===== src/rtl/bus_mux_rr.sv =====
// Registered CH-to-1 bus multiplexer with round-robin or forced channel selection.
// A single output register gives one-cycle latency and full throughput under back-pressure.
module bus_mux_rr #(
    parameter int N  = 16,
    parameter int CH = 4,
    localparam int SW = (CH > 2) ? $clog2(CH) : 1
) (
    input  logic            Clk,
    input  logic            Reset_n,
    input  logic [CH-1:0]   In_Valid,
    input  logic [CH*N-1:0] In_Data,
    output logic [CH-1:0]   In_Ready,
    input  logic            Force_En,
    input  logic [SW-1:0]   Force_Sel,
    output logic            Out_Valid,
    output logic [N-1:0]    Out_Data,
    output logic [SW-1:0]   Out_Sel,
    input  logic            Out_Ready,
    output logic [CH-1:0]   Grant
);

    logic [SW-1:0] ptr;
    logic [SW-1:0] grant_idx;
    logic          found;
    logic          load;
    logic          xfer;
    int            idx;

    always_comb begin
        Grant     = '0;
        grant_idx = '0;
        found     = 1'b0;
        idx       = 0;
        if (Force_En) begin
            // Out-of-range indices serve nobody.
            if (int'(Force_Sel) < CH) begin
                if (In_Valid[Force_Sel]) begin
                    found     = 1'b1;
                    grant_idx = Force_Sel;
                end
            end
        end else begin
            for (int k = 0; k < CH; k++) begin
                idx = int'(ptr) + k;
                if (idx >= CH) begin
                    idx = idx - CH;
                end
                if (!found && In_Valid[idx]) begin
                    found     = 1'b1;
                    grant_idx = SW'(idx);
                end
            end
        end
        if (found) begin
            Grant[grant_idx] = 1'b1;
        end
    end

    assign load     = !Out_Valid || Out_Ready;
    assign In_Ready = (load && Reset_n) ? Grant : '0;
    assign xfer     = |(In_Ready & In_Valid);

    always_ff @(posedge Clk) begin
        if (!Reset_n) begin
            Out_Valid <= 1'b0;
            Out_Data  <= '0;
            Out_Sel   <= '0;
            ptr       <= '0;
        end else if (xfer) begin
            Out_Valid <= 1'b1;
            Out_Data  <= In_Data[int'(grant_idx)*N +: N];
            Out_Sel   <= grant_idx;
            if (!Force_En) begin
                ptr <= (int'(grant_idx) == CH - 1) ? '0 : grant_idx + 1'b1;
            end
        end else if (Out_Ready) begin
            Out_Valid <= 1'b0;
        end
    end

endmodule


===== config.mk =====
export PLATFORM = sky130hd
export DESIGN_NAME = bus_mux_rr
export DESIGN_NICKNAME = d
export VERILOG_FILES = /design/src/rtl/bus_mux_rr.sv
export SDC_FILE = /design/constraint.sdc
export NUM_CORES = 1
export LEC_CHECK = 0
export BUFFER_PORTS_ARGS = -buffer_cell sky130_fd_sc_hd__buf_2
export CORE_AREA = 2 2 73 75
export DETAILED_ROUTE_END_ITERATION = 8
export DIE_AREA = 0 0 75 77
export PLACE_DENSITY = 0.86
export RECOVER_POWER = 25
export SETUP_SLACK_MARGIN = 0.3
export SLEW_MARGIN = 20
export SYNTH_ARGS = -nofsm -noshare
export SYNTH_HDL_FRONTEND = slang
export SYNTH_SLANG_ARGS = --single-unit

===== constraint.sdc =====
create_clock -name Clk -period 4.7 [get_ports Clk]
set_input_delay 0.705 -clock Clk [delete_from_list [all_inputs] [get_ports Clk]]
set_output_delay 0.705 -clock Clk [all_outputs]
set_load 0.03 [all_outputs]

# == Yosys cells after proc, flatten, opt, wreduce, memory -nomap -nowiden ==
# Index checks and enable logic that the tools add are counted.
# word_totals
register_bits,21
inputBits,74
wordCells,84
# op_classes
addsub,8
n_lt_le_gt_ge,11
n_eq_ne,1
n_shift,1
mux,44
n_bitwise,2
reduce_logical,13
# ops
operator,n
$mux W32,8
$lt A32 B4 Y1 const B,4
$shiftx A64 B7 Y16,1
$mux W1,21
$mux W2,7
$sub A3 B3 Y4 const B,3
$bmux W1 S2,5
$ge A3 B3 Y1 const B,3
$mux W4,2
$add A2 B2 Y3 const B,2
$lt A2 B3 Y1 const B,2
$logic_and A1 B1 Y1,5
$and A4 B4 Y4,1
$logic_not A1 Y1,4
$reduce_or A4 Y1,1
$sub A2 B3 Y4 const B,1
$add A2 B1 Y3 const B,1
$ge A2 B3 Y1 const B,1
$add A2 B1 Y2 const B,1
$demux W1 S2,1
$eq A2 B1 Y1 const B,1
$ge A2 B1 Y1 const B,1
$reduce_and A2 Y1,1
$reduce_bool A2 Y1,1
other kinds (2),2

# == Logic depth before layout (Yosys ltp) ==
# logic_depth
ltp_word,29
depth_mapped,14
mapped_depth_nobuf,11

# == Least setup slack after synthesis ==
# No wires, ideal clock.
# synth_timing
path_kind,input -> register
startpoint,input In_Valid[0]
endpoint,register Out_Data[10]
setup_time_ns,0.079
arrival_ns,3.332
required_time_ns,4.621
slack_ns,1.289
cell_stages,13
n_path_buf,4
cell_sequence,clkbuf_1 > nor4bb_1 > o21a_1 > clkbuf_1 > o31a_1 > ha_1 > a22o_1 > o211ai_1 > or2_1 > or3_1 > buf_6 > buf_8 > o221ai_2
# synth_via
elab_chain_len,25
# synth_lines
item,line_no,text
start: declaration,10,"input logic [CH-1:0] In_Valid,"
$bmux W1 S2,48,if (!found && In_Valid[idx]) begin
$mux W1 (not written as such) (2 in series),48,
$mux W1,48,
$mux W1,34,if (Force_En) begin
$logic_not A1 Y1,48,
$logic_and A1 B1 Y1,48,
$mux W1,48,
$mux W1,34,
(+8 left out),-,
$lt A2 B3 Y1 (not written as such) / $ge A2 B1 Y1 (equally long branches),55,Grant[grant_idx] = 1'b1;
$logic_and A1 B1 Y1 (not written as such),55,
$mux W1 (not written as such),55,
$demux W1 S2,55,
$mux W4,54,if (found) begin
$mux W4,60,assign In_Ready = (load && Reset_n) ? Grant : '0;
$and A4 B4 Y4,61,assign xfer = |(In_Ready & In_Valid);
$reduce_or A4 Y1,61,
end signal: assignment,71,Out_Data <= In_Data[int'(grant_idx)*N +: N];
end: declaration,16,"output logic [N-1:0] Out_Data,"
# Parallel ways exist; a longest one is shown, timed or not. The select of a mux whose other input is x is not followed.
# A chain may end at the register's enable or synchronous reset.

# == Worst setup path after layout ==
# layout_timing
startpoint,input In_Valid[0]
endpoint,register Out_Data[0]
# layout_via
elab_chain_len,25
# layout_lines
item,line_no,text
$bmux W1 S2,48,
$mux W1 (not written as such) (2 in series),48,
$mux W1,48,
$mux W1,34,
$logic_not A1 Y1,48,
$logic_and A1 B1 Y1,48,
$mux W1,48,
$mux W1,34,
(+8 left out),-,
via grant_idx[1],23,logic [SW-1:0] grant_idx;
$lt A2 B3 Y1 (not written as such) / $ge A2 B1 Y1 (equally long branches),55,
$logic_and A1 B1 Y1 (not written as such),55,
$mux W1 (not written as such),55,
$demux W1 S2,55,
$mux W4,54,
$mux W4,60,
$and A4 B4 Y4,61,
$reduce_or A4 Y1,61,
# The timed path passes the listed nets; every way through them passes the cells marked *. The select of a mux whose other input is x is not followed.

==> results.cfg <==
[status]
status = completed

[synth]
synth_commonest_cells = clkbuf_1 (39), inv_1 (39), nor3_1 (35)
synth_area_leader_cell = dfxtp_1
synthAdderAreaFrac = 0.01932
syn_inst = 361
syn_nets = 439
synthTopCellsByArea = dfxtp_1 (16%), a2111oi_0 (11%), o32ai_1 (11%), nor3_1 (6.8%), a21oi_1 (6.6%)
synth_seq_cells = 21
yosysSeqAreaShare = 0.1623
synth_xor_area_frac = 0
synth.cell_area_um2 = 2590
async_flop_share = 0
synth_top_family_by_area = compound AO/OA/AOI/OAI gates
yosys.area_share.simple = 0.1720
muxShareOfSynthArea = 0.01643
synth_compound_area_frac = 0.4860
ys_types = 45
yosys_warnings = 0
synth.avg_cell_area_um2 = 7.174
ys.flop_type = dfxtp_1
synth.top_cell.area_share = 0.1623
synth-edff-count = 0

[grt]
grt_use_total = 0.3070
grt_pass1_wl_um = 14410
grt_pass1_vias = 2963
grt_overflow = 0
grt_max_degree = 40
antenna_found_initial = 0

[placed_design]
placed_area_um2 = 3052
io_buffer_count = 100
place_hpwl_um = 6006
place_congestion = 0.9072

[floorplanning]
dieArea_um2 = 5775
die_h_um = 77
rows = 26
start_util = 0.5204
coreArea_um2 = 4977
dieWidth_um = 75
ios = 101

[clock_tree]
clockRootBuffer = clkbuf_8
cts_resized = 0
post_cts_buffers = 0
htreeDepth = 1
cts.sinks = 21
cts_tree = yes
cts-hold-fix-buffers = 0
insertion_delay_ns = 0.26
path_clk_slew_ns = 0.08
numCtsBuffers = 3
clk_path_buf_depth = 2

[power_and_ir_drop]
vdd_ir_drop_max_mv = 0.1157
power_uw = 647.0
power_per_cell_area_nw_per_um2 = 209.8
leakage_nw = 1.251

[timing]
fin_crit_sh = 0.8396
finalSetupViolCount = 0
tns_ns = 0
fin_hold_ws_ns = 0.4803
fin_skew_ns = 0.002414
final_max_slew_viol_count = 0
relSlewSlack = 0.4064
fmax_mhz = 253.4
rsz0062_at_grt = no
finalHoldViolations = 0
final.min_clock_period_ns = 3.946
tightest_slew_ns = 0.8882

[critical_path]
path_max_fanout = 20
criticalPathCategory = in2reg
cp-start-kind = input pin
cp-end-kind = flip-flop
cp.arrival_ns = 4.05
cp.required_ns = 4.81

[final_layout]
diodes = 0
drive_gt1_frac = 0.2827
fillers = 496
design_area_um2 = 3084
area_delta_synth_final_pct = 19.08
fin_nets = 507

[worst_hold_path]
min_path_type = reg2reg

[routing]
remaining_drc_errors = 0
wl_per_cell_um = 17.96
dr.pass1.iters = 6
vias = 3341
routed_wl_um = 8945
ant_nets = 0
vias_per_cell = 6.709
drt_iter0_drc = 379

[flow_run]
maxCapViolCount = 0
final timing paths:
kind                             startpoint  slack [ns]  cells after the start          end
worst max register to register       ptr[1]        1.02                     11  Out_Data[0]
worst min-delay path             Out_Sel[0]        0.48                      2   Out_Sel[0]
worst min register to register   Out_Sel[0]        0.48                      2   Out_Sel[0]
worst max-delay path            In_Valid[0]        0.75                     12  Out_Data[0]
critical path, cell delays in order:
cell and delay, ns:
buf_2 0.21, nor4bb_1 0.63, o21a_1 0.25, o31a_1 0.22, inv_1 0.09, ha_1 0.21
a22o_1 0.24, o211ai_1 0.25, or2_1 0.16, buf_4 0.23, or3_1 0.64, o221ai_1 0.21
state kept, by name (all words and copies together), names as in the netlist:
signal and count:
Out_Data 16, ptr 2, Out_Sel 2, Out_Valid 1
layer usage:
layer  track usage  wire length, µm
met4       0.07321               93
met3       0.06439             1015
met1        0.4324             3707
met5             0                0
met2        0.4719             4128
cells in the final DEF (no fill, tap or decap), types with 2 or more instances in the layout:
cell       netlist  final
buf_2            0     88
inv_1           39     39
nor3_1          35     35
a21oi_1         34     34
o21ai_0         32     32
a2111oi_0       32     32
o32ai_1         32     32
dfxtp_1         21     21
nand3_1         16     16
clkbuf_1        39     12
o221ai_2        11     11
nor2_1           8      8
buf_4            1      8
and2_1           6      6
o221ai_1         5      5
nand2_1          4      4
ha_1             4      4
a22o_1           3      3
and2b_1          3      3
clkbuf_8         0      3
mux2_2           2      2
nor2b_1          2      2
a221oi_1         2      2
nand2b_1         2      2
nor4bb_1         2      2
o21ai_4          1      2
cells by family (layout without fill, tap and decap cells):
| group | Yosys count | after routing |
|---|---|---|
| fa+ha+maj | 4 | 4 |
| flops | 21 | 21 |
| compound gates | 164 | 164 |
| buf+inv | 85 | 152 |
| mux | 4 | 4 |
| simple gates | 83 | 83 |
where the power goes:
group / total [mW] / switching [mW] / internal, mW
Clock: 0.120 / 0.0609 / 0.0591
Sequential: 0.215 / 0.0159 / 0.199
Combinational: 0.312 / 0.202 / 0.110
metrics by stage:
stage          cells  worst slack [ns]  utilization
2_1_floorplan    361             1.290            -
3_3_place_gp     494            0.7353       0.6116
3_5_place_dp     494            0.5564       0.6131
4_1_cts          498            0.8040       0.6224
5_1_grt          498            0.4916       0.6197
6_report         498            0.7538       0.6197
area by class of cell:
cell class / count / area [µm²] / area share
clock buffer: 3 / 41.29 / 0.01339
clock inverter: 1 / 5.005 / 0.001623
inverter: 40 / 150.1 / 0.04868
multi-input combinational: 255 / 1834 / 0.5947
sequential: 21 / 420.4 / 0.1363
tap: 70 / 87.58 / 0.02840
timing repair buffer: 108 / 545.5 / 0.1769
No activity file was read; power rests on OpenSTA's default activity.
